## src/rtl/median_pkg.sv

```systemverilog
// Shared constants for the median filter scan controller: FSM state codes,
// default image geometry and pixel address width.
package median_pkg;
  localparam int ADDR_W        = 8;
  localparam int DEFAULT_IMG_W = 240;
  localparam int DEFAULT_IMG_H = 180;

  typedef enum logic [2:0] {
    IDLE  = 3'd0,
    SCAN  = 3'd1,
    DRAIN = 3'd2,
    DONE  = 3'd3
  } stateT;
endpackage

```

## src/rtl/median_scan_ctrl_raster_counter.sv

```systemverilog
// Column-major raster counter (y inner, x outer); loads the first address,
// steps one window per advance, flags first/last address. Latency 1 cycle.
module raster_counter
  import median_pkg::*;
#(
  parameter logic [ADDR_W-1:0] X_FIRST = '0,
  parameter logic [ADDR_W-1:0] X_LAST  = ADDR_W'(DEFAULT_IMG_W - 1),
  parameter logic [ADDR_W-1:0] Y_FIRST = '0,
  parameter logic [ADDR_W-1:0] Y_LAST  = ADDR_W'(DEFAULT_IMG_H - 1)
) (
  input  logic              clk,
  input  logic              reset,
  input  logic              load,
  input  logic              advance,
  output logic [ADDR_W-1:0] x,
  output logic [ADDR_W-1:0] y,
  output logic              isFirst,
  output logic              isLast
);
  always_ff @(posedge clk or posedge reset) begin
    if (reset) begin
      x <= '0;
      y <= '0;
    end else if (load) begin
      x <= X_FIRST;
      y <= Y_FIRST;
    end else if (advance) begin
      if (y == Y_LAST) begin
        y <= Y_FIRST;
        // After the final window the counter parks back at the first address.
        x <= isLast ? X_FIRST : x + 1'b1;
      end else begin
        y <= y + 1'b1;
      end
    end
  end

  assign isFirst = (x == X_FIRST) && (y == Y_FIRST);
  assign isLast  = (x == X_LAST)  && (y == Y_LAST);
endmodule

```

## src/rtl/median_scan_ctrl.sv

```systemverilog
// Median scan controller: host pixel writes in IDLE, raster window requests to the engine on start;
// engX/engY held while engAck low, DRAIN waits on engBusy. MEDIAN_BORDER_SKIP_EN skips the 1-pixel border.
module median_scan_ctrl
  import median_pkg::*;
#(
  parameter int IMG_W = DEFAULT_IMG_W,
  parameter int IMG_H = DEFAULT_IMG_H
) (
  input  logic              clk,
  input  logic              reset,
  input  logic              start,
  input  logic              writeMem,
  input  logic [ADDR_W-1:0] xAddressIn,
  input  logic [ADDR_W-1:0] yAddressIn,
  input  logic              engAck,
  input  logic              engBusy,
  output logic              memWrite,
  output logic [ADDR_W-1:0] memX,
  output logic [ADDR_W-1:0] memY,
  output logic              engReq,
  output logic [ADDR_W-1:0] engX,
  output logic [ADDR_W-1:0] engY,
  output logic [2:0]        state,
  output logic              writeReject,
  output logic              fullImageDone,
  output logic [15:0]       windowCount
);
`ifdef MEDIAN_BORDER_SKIP_EN
  localparam logic [ADDR_W-1:0] X_FIRST = ADDR_W'(1);
  localparam logic [ADDR_W-1:0] X_LAST  = ADDR_W'(IMG_W - 2);
  localparam logic [ADDR_W-1:0] Y_FIRST = ADDR_W'(1);
  localparam logic [ADDR_W-1:0] Y_LAST  = ADDR_W'(IMG_H - 2);
`else
  localparam logic [ADDR_W-1:0] X_FIRST = '0;
  localparam logic [ADDR_W-1:0] X_LAST  = ADDR_W'(IMG_W - 1);
  localparam logic [ADDR_W-1:0] Y_FIRST = '0;
  localparam logic [ADDR_W-1:0] Y_LAST  = ADDR_W'(IMG_H - 1);
`endif

  stateT             curState, nxtState;
  logic              startQ, startEdge, accept, scanLoad, scanFirst, scanLast;
  logic [ADDR_W-1:0] scanX, scanY;

  assign startEdge = start & ~startQ;
  assign accept    = (curState == SCAN) & engAck;
  assign scanLoad  = (curState == IDLE) & startEdge;

  raster_counter #(
    .X_FIRST(X_FIRST), .X_LAST(X_LAST), .Y_FIRST(Y_FIRST), .Y_LAST(Y_LAST)
  ) uRaster (
    .clk    (clk),
    .reset  (reset),
    .load   (scanLoad),
    .advance(accept),
    .x      (scanX),
    .y      (scanY),
    .isFirst(scanFirst),
    .isLast (scanLast)
  );

  always_ff @(posedge clk or posedge reset) begin
    if (reset) begin
      curState    <= IDLE;
      startQ      <= 1'b0;
      windowCount <= '0;
    end else begin
      curState <= nxtState;
      startQ   <= start;
      if (scanLoad)
        windowCount <= '0;
      else if (accept)
        // The first window of a pass always counts as one, independent of history.
        windowCount <= scanFirst ? 16'd1
                     : (windowCount == 16'hFFFF) ? windowCount : windowCount + 16'd1;
    end
  end

  always_comb begin
    nxtState      = curState;
    memWrite      = 1'b0;
    memX          = scanX;
    memY          = scanY;
    engReq        = 1'b0;
    writeReject   = 1'b0;
    fullImageDone = 1'b0;
    case (curState)
      IDLE: begin
        memX = xAddressIn;
        memY = yAddressIn;
        // A start edge wins over a same-cycle host write.
        if (startEdge) begin
          nxtState    = SCAN;
          writeReject = writeMem;
        end else begin
          memWrite = writeMem;
        end
      end
      SCAN: begin
        engReq      = 1'b1;
        writeReject = writeMem;
        if (accept && scanLast) nxtState = DRAIN;
      end
      DRAIN: begin
        writeReject = writeMem;
        if (!engBusy) nxtState = DONE;
      end
      DONE: begin
        writeReject   = writeMem;
        fullImageDone = 1'b1;
        nxtState      = IDLE;
      end
      default: nxtState = IDLE;
    endcase
    if (reset) begin
      memWrite    = 1'b0;
      writeReject = 1'b0;
    end
  end

  assign engX  = scanX;
  assign engY  = scanY;
  assign state = curState;
endmodule

```

## config.mk

```make
export PLATFORM = sky130hd
export DESIGN_NAME = median_scan_ctrl
export DESIGN_NICKNAME = d
export VERILOG_FILES = /design/src/rtl/median_pkg.sv /design/src/rtl/median_scan_ctrl_raster_counter.sv /design/src/rtl/median_scan_ctrl.sv
export SDC_FILE = /design/constraint.sdc
export NUM_CORES = 1
export LEC_CHECK = 0
export BUFFER_PORTS_ARGS = -buffer_cell sky130_fd_sc_hd__buf_2
export CORE_MARGIN = 2
export CORE_UTILIZATION = 45
export CTS_BUF_LIST = sky130_fd_sc_hd__clkbuf_4
export CTS_CLUSTER_DIAMETER = 100
export DETAILED_ROUTE_END_ITERATION = 6
export PLACE_DENSITY = 0.72
export SLEW_MARGIN = 25
export SYNTH_ARGS = -nofsm -noshare
export SYNTH_HDL_FRONTEND = slang
export SYNTH_SLANG_ARGS = --single-unit
```

## constraint.sdc

```tcl
create_clock -name clk -period 3.55 [get_ports clk]
set_clock_uncertainty 0.2 [all_clocks]
set_input_delay 0.5325 -clock clk [delete_from_list [all_inputs] [get_ports clk]]
set_output_delay 0.5325 -clock clk [all_outputs]
set_load 0.05 [all_outputs]
```

==> impl_metrics.ini, run 1 <==
[status]
outcome = completed

[setup_path]
cp-end-kind = output pin
cp.required_ns = 2.82
cp-start-kind = flip-flop
r2r_start = uRaster.y[6]$_DFFE_PP0P_
critical_path_class = reg2out
critical_path_arrival_ns = 1.97
cpPeakStageDelay_ns = 0.44
startpoint = state[0]$_DFFE_PP0P_
cp_cell_sequence = inv_1, ha_1, nand3b_1, nand2_1, and3_1, buf_2
cp_slowest_cell = dfrtp_1
crit_fanout = 8

[grt]
overflow = 0
grt_antenna_before_repair = 0
grt_max_degree = 26
grt_usage_pct = 22.5
grt_pass1_wl_um = 9960
grt_pass1_vias = 2137

[placed_design]
pre_cts_ws_ns = 0.964
hpwlAfterDp_um = 4400
placed_area_um2 = 2760
gp_congestion = 0.888
io_buffer_count = 75

[yosys]
syn_area_per_cell_um2 = 8.74
yosys_warnings = 0
synth_nets = 296
syn_inst = 264
syn_area_um2 = 2310
async_reset_ff_share_pct = 100
ys_seq_area_share_pct = 37.9
ys_seq_elements = 35
synth_edf_count = 0
ys_types = 46
synth-main-ff-cell = dfrtp_1

[clock_network]
cts_max_level = 2
postCtsSetupRepairBufs = 0
post_cts_resized = 0
cts_tree = done
cts-root-buf = clkbuf_4
cts_hold_buf = 0
clk_latency_ns = 0.35
clockBufferDepth = 2
clock-sinks = 35
cts_buffers = 5
clk_pin_slew_ns = 0.12

[pwr]
ir_drop_mv = 0.337
power.net_switching_w = 0.000703
power_frac_seq_pct = 40.8
p_leak_nw = 1.37
p_int_w = 0.000686
switching_share_pct = 50.6
powerDensity_nw_per_um2 = 495
power_frac_clock_pct = 15.5
combPwrFrac_pct = 43.8

[die]
core_um2 = 5040
row_count = 26
chipHeight_um = 75.6
boundaryPins = 77
initial_core_util_pct = 45.8
die_x_um = 75.6
die-area_um2 = 5720

[finish]
finish.instance_area_um2 = 2810
post-route-util_pct = 55.7
syn_to_final_growth_pct = 21.7
nNetsFinal = 373
seqCellArea_um2 = 876
nFillCells = 474
n_antenna_cell = 0
multiInputGateArea_um2 = 1350
drive_above_1_share_pct = 30.4

[routing]
totalWireLength_um = 6080
post-route-drc-count = 0
ant_nets = 0
routed_via_density = 5.71
firstDrtPassIters = 4
drtIter0Drc = 178
num_vias = 2351
wl_per_cell_um = 14.8

[timing]
finalCritPeriodShare_pct = 76.2
slew-limit-headroom_pct = 50.9
setup_viol = 0
tightest_slew_ns = 0.728
rsz0062_at_grt = false
setup_tns_ns = 0
hold_viol_final = 0
fin_ws_ns = 0.845
max_freq_ghz = 0.370
slew_viol_final = 0
finalCriticalPeriod_ns = 2.70

[hold_path]
hold_class = in2async

[job]
cap_violations = 0
[power by group through the flow]
stage	combinational, W	sequential, W	clock [W]
3_5_place_dp	0.000606	0.000572	0
4_1_cts	0.000609	0.000565	0.000220
5_1_grt	0.000654	0.000583	0.000233
3_3_place_gp	0.000604	0.000569	0
2_1_floorplan	0.000277	0.000745	0
6_report	0.000608	0.000566	0.000215
[synth_stat cells, drive strengths merged (7+ instances only)]
| cell | count | area share [%] |
|---|---|---|
| a21oi | 13 | 2.8 |
| and3 | 7 | 1.9 |
| clkbuf | 7 | 1.1 |
| dfrtp | 35 | 38 |
| ha | 10 | 5.4 |
| inv | 9 | 1.5 |
| mux2 | 12 | 5.9 |
| nand2 | 37 | 6.0 |
| nand3 | 21 | 4.6 |
| nand4 | 7 | 1.9 |
| nor2 | 14 | 2.3 |
| o21ai | 28 | 6.1 |
| o31ai | 9 | 2.9 |
[critical path, delay by kind of cell, from the launching register on]
family                     cells  cell delay [ns]
adders and majority gates      1             0.19
buffers and inverters          2             0.38
DFF                            1             0.44
and+or+nand+nor                3             0.64
[per-stage QoR]
| step | std cells | power, W | hold slack [ns] |
|---|---|---|---|
| after global routing | 412 | 0.00147 | 0.0579 |
| after detailed placement | 404 | 0.00118 | 0.332 |
| after global placement | 404 | 0.00117 | 0.316 |
| after CTS | 412 | 0.00139 | 0.0469 |
| after floorplan | 264 | 0.00102 | 0.364 |
| final | 412 | 0.00139 | 0.0286 |
[routing by layer]
layer	GRT usage (%)	vias up	share of wire, %
met5	0	-	0
met4	7.02	0	0.69
met3	5.03	6	6.4
met2	36.4	91	47
met1	30.2	1104	46
li1	-	1150	-
[layout by cell type (no fill, tap or decap), types with 3 or more instances in the layout]
cell,netlist,layout
mux2_2,11,11
buf_2,0,75
nor2b_1,4,4
inv_1,9,9
nand3_1,21,21
or4_1,4,4
dfrtp_1,35,35
a41oi_1,3,3
clkbuf_4,0,5
o31ai_1,9,9
a31oi_1,5,5
nor2_1,14,14
o21ai_0,27,27
or2_2,3,3
nand4_1,7,7
o311ai_1,3,3
nand2_1,37,37
and3_1,7,7
ha_1,10,10
a21oi_1,13,13
nand2b_1,4,4
o41ai_1,4,4
buf_4,1,4
[kinds of logic (layout without fill, tap and decap cells)]
| group | after synthesis | after routing | synth area share, % |
|---|---|---|---|
| AND/OR/NAND/NOR | 113 | 113 | 25.9 |
| other | 1 | 1 | 0.162 |
| adder cells (fa/ha/maj) | 10 | 10 | 5.42 |
| flip-flops | 35 | 35 | 37.9 |
| buffers and inverters | 18 | 96 | 3.41 |
| multiplexers | 13 | 13 | 6.29 |
| AO/OA/AOI/OAI | 74 | 74 | 20.9 |
[flip-flops by register name, summed over array words and instances, names as in the netlist]
register	cells
windowCount	16
startQ	1
uRaster.y	8
uRaster.x	8
state	2
[worst paths after layout]
path,slack [ns],endpoint,depth (start not counted)
max,0.85,writeReject,6
min,0.03,uRaster.y[2]$_DFFE_PP0P_,2
max reg2reg,0.92,windowCount[1]$_DFFE_PP0P_,5
min reg2reg,0.34,windowCount[4]$_DFFE_PP0P_,1
max in group asynchronous,2.40,windowCount[4]$_DFFE_PP0P_,3
min in group clk,0.12,startQ$_DFF_PP0_,1
[layout make-up]
cell class	instances	area share, %
multi-input cells	211	48.2
inverters	9	1.20
repair buffers	79	14.4
flip-flops and latches	35	31.2
clock buffers	5	1.34
clock inverters	3	0.535
well taps	70	3.12
Power figures use the tool's default switching activity.
==> inputs of run 2 (changes only) <==
==> constraint.sdc (replaced) <==
create_clock -name clk -period 2.8 [get_ports clk]
set_clock_uncertainty 0.2 [all_clocks]
set_input_delay 0.42 -clock clk [delete_from_list [all_inputs] [get_ports clk]]
set_output_delay 0.42 -clock clk [all_outputs]
set_load 0.05 [all_outputs]
==> run 2 against run 1 <==
Final cell count is 1.7% higher; sequential share of layout area fell by 0.92 points; highest routed layer unchanged; non-clock buffer count increased by 8; power grew 34%.
==> impl_metrics.ini, run 2 (same netlist as run 1, synthesis figures left out) <==
[finish]
post-route-util_pct = 57.4
final_common_cell = buf_2
nFillCells = 468
largest_register_ffs = 16
top_register = windowCount
multiInputGateArea_um2 = 1350
n_antenna_cell = 0
largestRegisters = windowCount (16), uRaster.x (8), uRaster.y (8)
seqCellArea_um2 = 876
nNetsFinal = 381
final_cell_mix = buf_2, nand2_1, dfrtp_1, o21ai_0, nand3_1
syn_to_final_growth_pct = 25.4
drive_above_1_share_pct = 32.1

[clock_network]
clk_latency_ns = 0.35
cts-root-buf = clkbuf_4
cts_max_level = 2
post_cts_resized = 0
cts_tree = done
clk_pin_slew_ns = 0.11
cts_hold_buf = 1
clockBufferDepth = 2
postCtsSetupRepairBufs = 0
clock-sinks = 35
cts_buffers = 5

[setup_path]
critical_path_class = reg2reg
cp.required_ns = 2.81
crit_family = simple AND/OR/NAND/NOR gates
critical_path_arrival_ns = 2.63
cp-end-kind = flip-flop
cp_cell_sequence = or4_4, or4_1, and2_1, nand2_1, o21ai_0
crit_fanout = 11
cp_slowest_cell = or4_4
worst-path-buf-inv = 0
cpPeakStageDelay_ns = 0.56
cp-start-kind = flip-flop

[timing]
slew_viol_final = 0
finalCritPeriodShare_pct = 93.8
setup_viol = 0
rsz0062_at_grt = false
tightest_slew_ns = 0.672
finalCriticalPeriod_ns = 2.63
hold_viol_final = 0
fin_ws_ns = 0.174
max_freq_ghz = 0.381
slew-limit-headroom_pct = 54.6

[die]
initial_core_util_pct = 45.8
row_count = 26
core_um2 = 5040
chipHeight_um = 75.6
die-area_um2 = 5720
die_x_um = 75.6
boundaryPins = 77

[routing]
totalWireLength_um = 6380
drtIter0Drc = 140
ant_nets = 0
num_vias = 2417
firstDrtPassIters = 4
wl_per_cell_um = 15.2
routed_via_density = 5.77
post-route-drc-count = 0

[placed_design]
pre_cts_ws_ns = 0.231
gp_congestion = 0.860
hpwlAfterDp_um = 4650
io_buffer_count = 75

[pwr]
p_leak_nw = 1.42
ir_drop_mv = 0.508
powerDensity_nw_per_um2 = 645
totalPowerFinal_w = 0.00187

[grt]
grt_pass1_wl_um = 10700
overflow = 0
grt_max_degree = 25
grt_antenna_before_repair = 0
grt_pass1_vias = 2283
grt_usage_pct = 24.2

[hold_path]
hold_class = in2reg

[job]
cap_violations = 0

[status]
outcome = completed
-- run 2: cell types whose count changed in the layout (fill, tap and decap cells not counted), sizes merged --
cell	before	now
dlygate4sd3	0	1
bufinv	0	1
clkinv	2	0
buf	79	86
clkinvlp	1	0
clkbuf	5	6
-- run 2: report_power, final --
| group | internal [W] | leakage, nW | switching (W) | total, W |
|---|---|---|---|---|
| registers | 0.000577 | 0.453 | 0.000146 | 0.000723 |
| logic | 0.000204 | 0.926 | 0.000572 | 0.000776 |
| clock network | 0.000194 | 0.0417 | 0.000173 | 0.000367 |
-- run 2: path summary, 6_finish.rpt --
kind,startpoint,endpoint,slack (ns),cells past startpoint
worst max-delay path,uRaster.y[2]$_DFFE_PP0P_,windowCount[1]$_DFFE_PP0P_,0.17,5
worst min-delay path,start,startQ$_DFF_PP0_,0.01,1
worst max register to register,uRaster.y[2]$_DFFE_PP0P_,windowCount[1]$_DFFE_PP0P_,0.17,5
worst min register to register,windowCount[4]$_DFFE_PP0P_,windowCount[4]$_DFFE_PP0P_,0.35,1
max in group asynchronous,reset,state[1]$_DFFE_PP0P_,1.44,5
min in group asynchronous,reset,uRaster.y[2]$_DFFE_PP0P_,0.40,4
-- run 2: area by class of cell --
type | count | area share, %
clock inverters | 1 | 1.04
clock buffers | 6 | 1.56
flip-flops and latches | 35 | 30.3
multi-input cells | 211 | 46.8
repair buffers | 87 | 16.2
well taps | 70 | 3.03
inverters | 9 | 1.17
-- run 2: metrics by stage --
stage	setup TNS (ns)	hold WS (ns)	std cells	cell area (um^2)
global route	0	0.0184	419	2890
finish	0	0.0123	419	2890
detailed placement	0	0.242	411	2810
floorplan	-1.64	0.251	264	2310
global placement	0	0.238	411	2810
CTS	0	0.00742	419	2890
-- run 2: routing by layer --
| metal | GRT usage (%) | vias up | part of all wire [%] |
|---|---|---|---|
| met2 | 39.7 | 78 | 47 |
| met4 | 8.38 | 0 | 1.1 |
| met3 | 3.97 | 10 | 5.2 |
| met1 | 32.5 | 1165 | 46 |
| li1 | - | 1164 | - |
| met5 | 0 | - | 0 |
-- run 2: worst register-to-register path: cells and delay by family (launching register included) --
kind	cells	cell delay, ns
AOI/OAI and AO/OA	1	0.13
and+or+nand+nor	4	1.66
DFF	1	0.50
==> inputs of run 3 (changes only) <==
--- a/config.mk
+++ b/config.mk
@@ -6,12 +6,14 @@
 export NUM_CORES = 1
 export LEC_CHECK = 0
 export BUFFER_PORTS_ARGS = -buffer_cell sky130_fd_sc_hd__buf_2
+export CELL_PAD_IN_SITES_DETAIL_PLACEMENT = 1
+export CELL_PAD_IN_SITES_GLOBAL_PLACEMENT = 1
 export CORE_MARGIN = 2
-export CORE_UTILIZATION = 45
+export CORE_UTILIZATION = 38
 export CTS_BUF_LIST = sky130_fd_sc_hd__clkbuf_4
 export CTS_CLUSTER_DIAMETER = 100
 export DETAILED_ROUTE_END_ITERATION = 6
-export PLACE_DENSITY = 0.72
+export PLACE_DENSITY_LB_ADDON = 0.1
 export SLEW_MARGIN = 25
 export SYNTH_ARGS = -nofsm -noshare
 export SYNTH_HDL_FRONTEND = slang
==> run 3 against run 2 <==
Combinational power up 11%; power up 3.3%; via count up 1.9%; final cell count up 2.9%; die area up 17%; worst setup slack worse by 0.049 ns; hold slack better by 0.014 ns; largest cell class unchanged; largest power group unchanged.
==> impl_metrics.ini, run 3 (same netlist as run 1, synthesis figures left out) <==
[clock_network]
cts_buffers = 5
clk_pin_slew_ns = 0.12
clock-sinks = 35
cts_max_level = 2
clk_latency_ns = 0.35
clockBufferDepth = 2
cts_tree = done
cts-root-buf = clkbuf_4

[die]
die_x_um = 81.9
die-area_um2 = 6710
boundaryPins = 77
core_um2 = 5890
chipHeight_um = 81.9
row_count = 28
initial_core_util_pct = 39.2

[setup_path]
crit_family = simple AND/OR/NAND/NOR gates
cp_num_cells = 5
cp-start-kind = flip-flop
rr_worst_depth = 5
critical_path_arrival_ns = 2.69
worst-path-buf-inv = 0
cp_slowest_cell = or4_4
cp_cell_sequence = or4_4, or4_1, and2_1, nand2_1, o311ai_1
cp.required_ns = 2.81
crit_fanout = 11
cpPeakStageDelay_ns = 0.60
cp-end-kind = flip-flop
critical_path_class = reg2reg

[timing]
finalCritPeriodShare_pct = 95.5
hold_viol_final = 0
setup_viol = 0
rsz0062_at_grt = false
tightest_slew_ns = 0.690
slew_viol_final = 0
max_freq_ghz = 0.374
slew-limit-headroom_pct = 53.4
finalCriticalPeriod_ns = 2.67
fin_ws_ns = 0.126

[status]
outcome = completed

[finish]
top_register = windowCount
nNetsFinal = 387
n_antenna_cell = 0
post-route-util_pct = 50.1
syn_to_final_growth_pct = 27.8
largestRegisters = windowCount (16), uRaster.x (8), uRaster.y (8)
final_cell_mix = buf_2, nand2_1, dfrtp_1, o21ai_0, nand3_1
largest_register_ffs = 16
final_common_cell = buf_2
drive_above_1_share_pct = 33.1

[job]
cap_violations = 0

[pwr]
powerDensity_nw_per_um2 = 653
ir_drop_mv = 0.280
p_leak_nw = 1.45

[hold_path]
hold_class = in2reg
whs_path_depth = 1

[routing]
routed_via_density = 5.72
drtIter0Drc = 83
ant_nets = 0
firstDrtPassIters = 4
totalWireLength_um = 7550
num_vias = 2464
wl_per_cell_um = 17.5
post-route-drc-count = 0

[grt]
grt_usage_pct = 23.7
grt_pass1_vias = 2485
grt_pass1_wl_um = 12200
grt_antenna_before_repair = 0
overflow = 0
grt_max_degree = 35

[placed_design]
io_buffer_count = 75
gp_congestion = 0.788
pre_cts_ws_ns = 0.130
hpwlAfterDp_um = 5590
[run 3: repair_timing]
item	in CTS	in global routing
hold buffers	1	0
setup buffers	0	3
gates resized for setup	0	1
hold endpoints to repair	1	0
endpoints found under the setup margin	0	9
[run 3: stage by stage]
step / instances / total power [W] / setup TNS, ns / instance area [um^2] / hold slack, ns
final: 431 / 0.00193 / 0 / 2950 / 0.0264
after global placement: 419 / 0.00154 / 0 / 2840 / 0.0864
after floorplan: 264 / 0.00130 / -1.64 / 2310 / 0.251
after global routing: 431 / 0.00204 / 0 / 2950 / 0.00541
after CTS: 428 / 0.00194 / 0 / 2920 / 0.0172
after detailed placement: 419 / 0.00155 / 0 / 2840 / 0.0869
[run 3: final cells by class]
class                      instances  area (um^2)
fill                             748         2940
multi-input combinational        211         1350
sequential                        35          876
timing repair buffer              93          517
tap                               75         93.8
clock inverter                     3         38.8
clock buffer                       5         37.5
inverter                           9         33.8
[run 3: where the power goes]
part	internal, W	switching (W)
Combinational	0.000230	0.000634
Sequential	0.000578	0.000111
Clock	0.000184	0.000191
Total	0.000991	0.000936
[run 3: routing by layer]
layer / GRT usage [%] / share of wire, % / vias up
met1: 31.2 / 45 / 1227
met3: 3.85 / 3.5 / 5
met4: 5.00 / 0.83 / 0
met2: 41.0 / 51 / 62
li1: - / - / 1170
met5: 0 / 0 / -
[run 3: worst reg2reg max path, cell delays in order, from the launching register on]
cell      delay (ns)
dfrtp_1         0.46
or4_4           0.60
or4_1           0.54
and2_1          0.32
nand2_1         0.27
o311ai_1        0.16
[run 3: path summary, 6_finish.rpt]
path | from | endpoint | slack, ns
worst max-delay path | uRaster.y[6]$_DFFE_PP0P_ | windowCount[5]$_DFFE_PP0P_ | 0.13
worst min-delay path | start | startQ$_DFF_PP0_ | 0.03
worst max register to register | uRaster.y[6]$_DFFE_PP0P_ | windowCount[5]$_DFFE_PP0P_ | 0.13
worst min register to register | windowCount[4]$_DFFE_PP0P_ | windowCount[4]$_DFFE_PP0P_ | 0.34
max in group asynchronous | reset | uRaster.x[4]$_DFFE_PP0P_ | 1.44
min in group asynchronous | reset | startQ$_DFF_PP0_ | 0.30
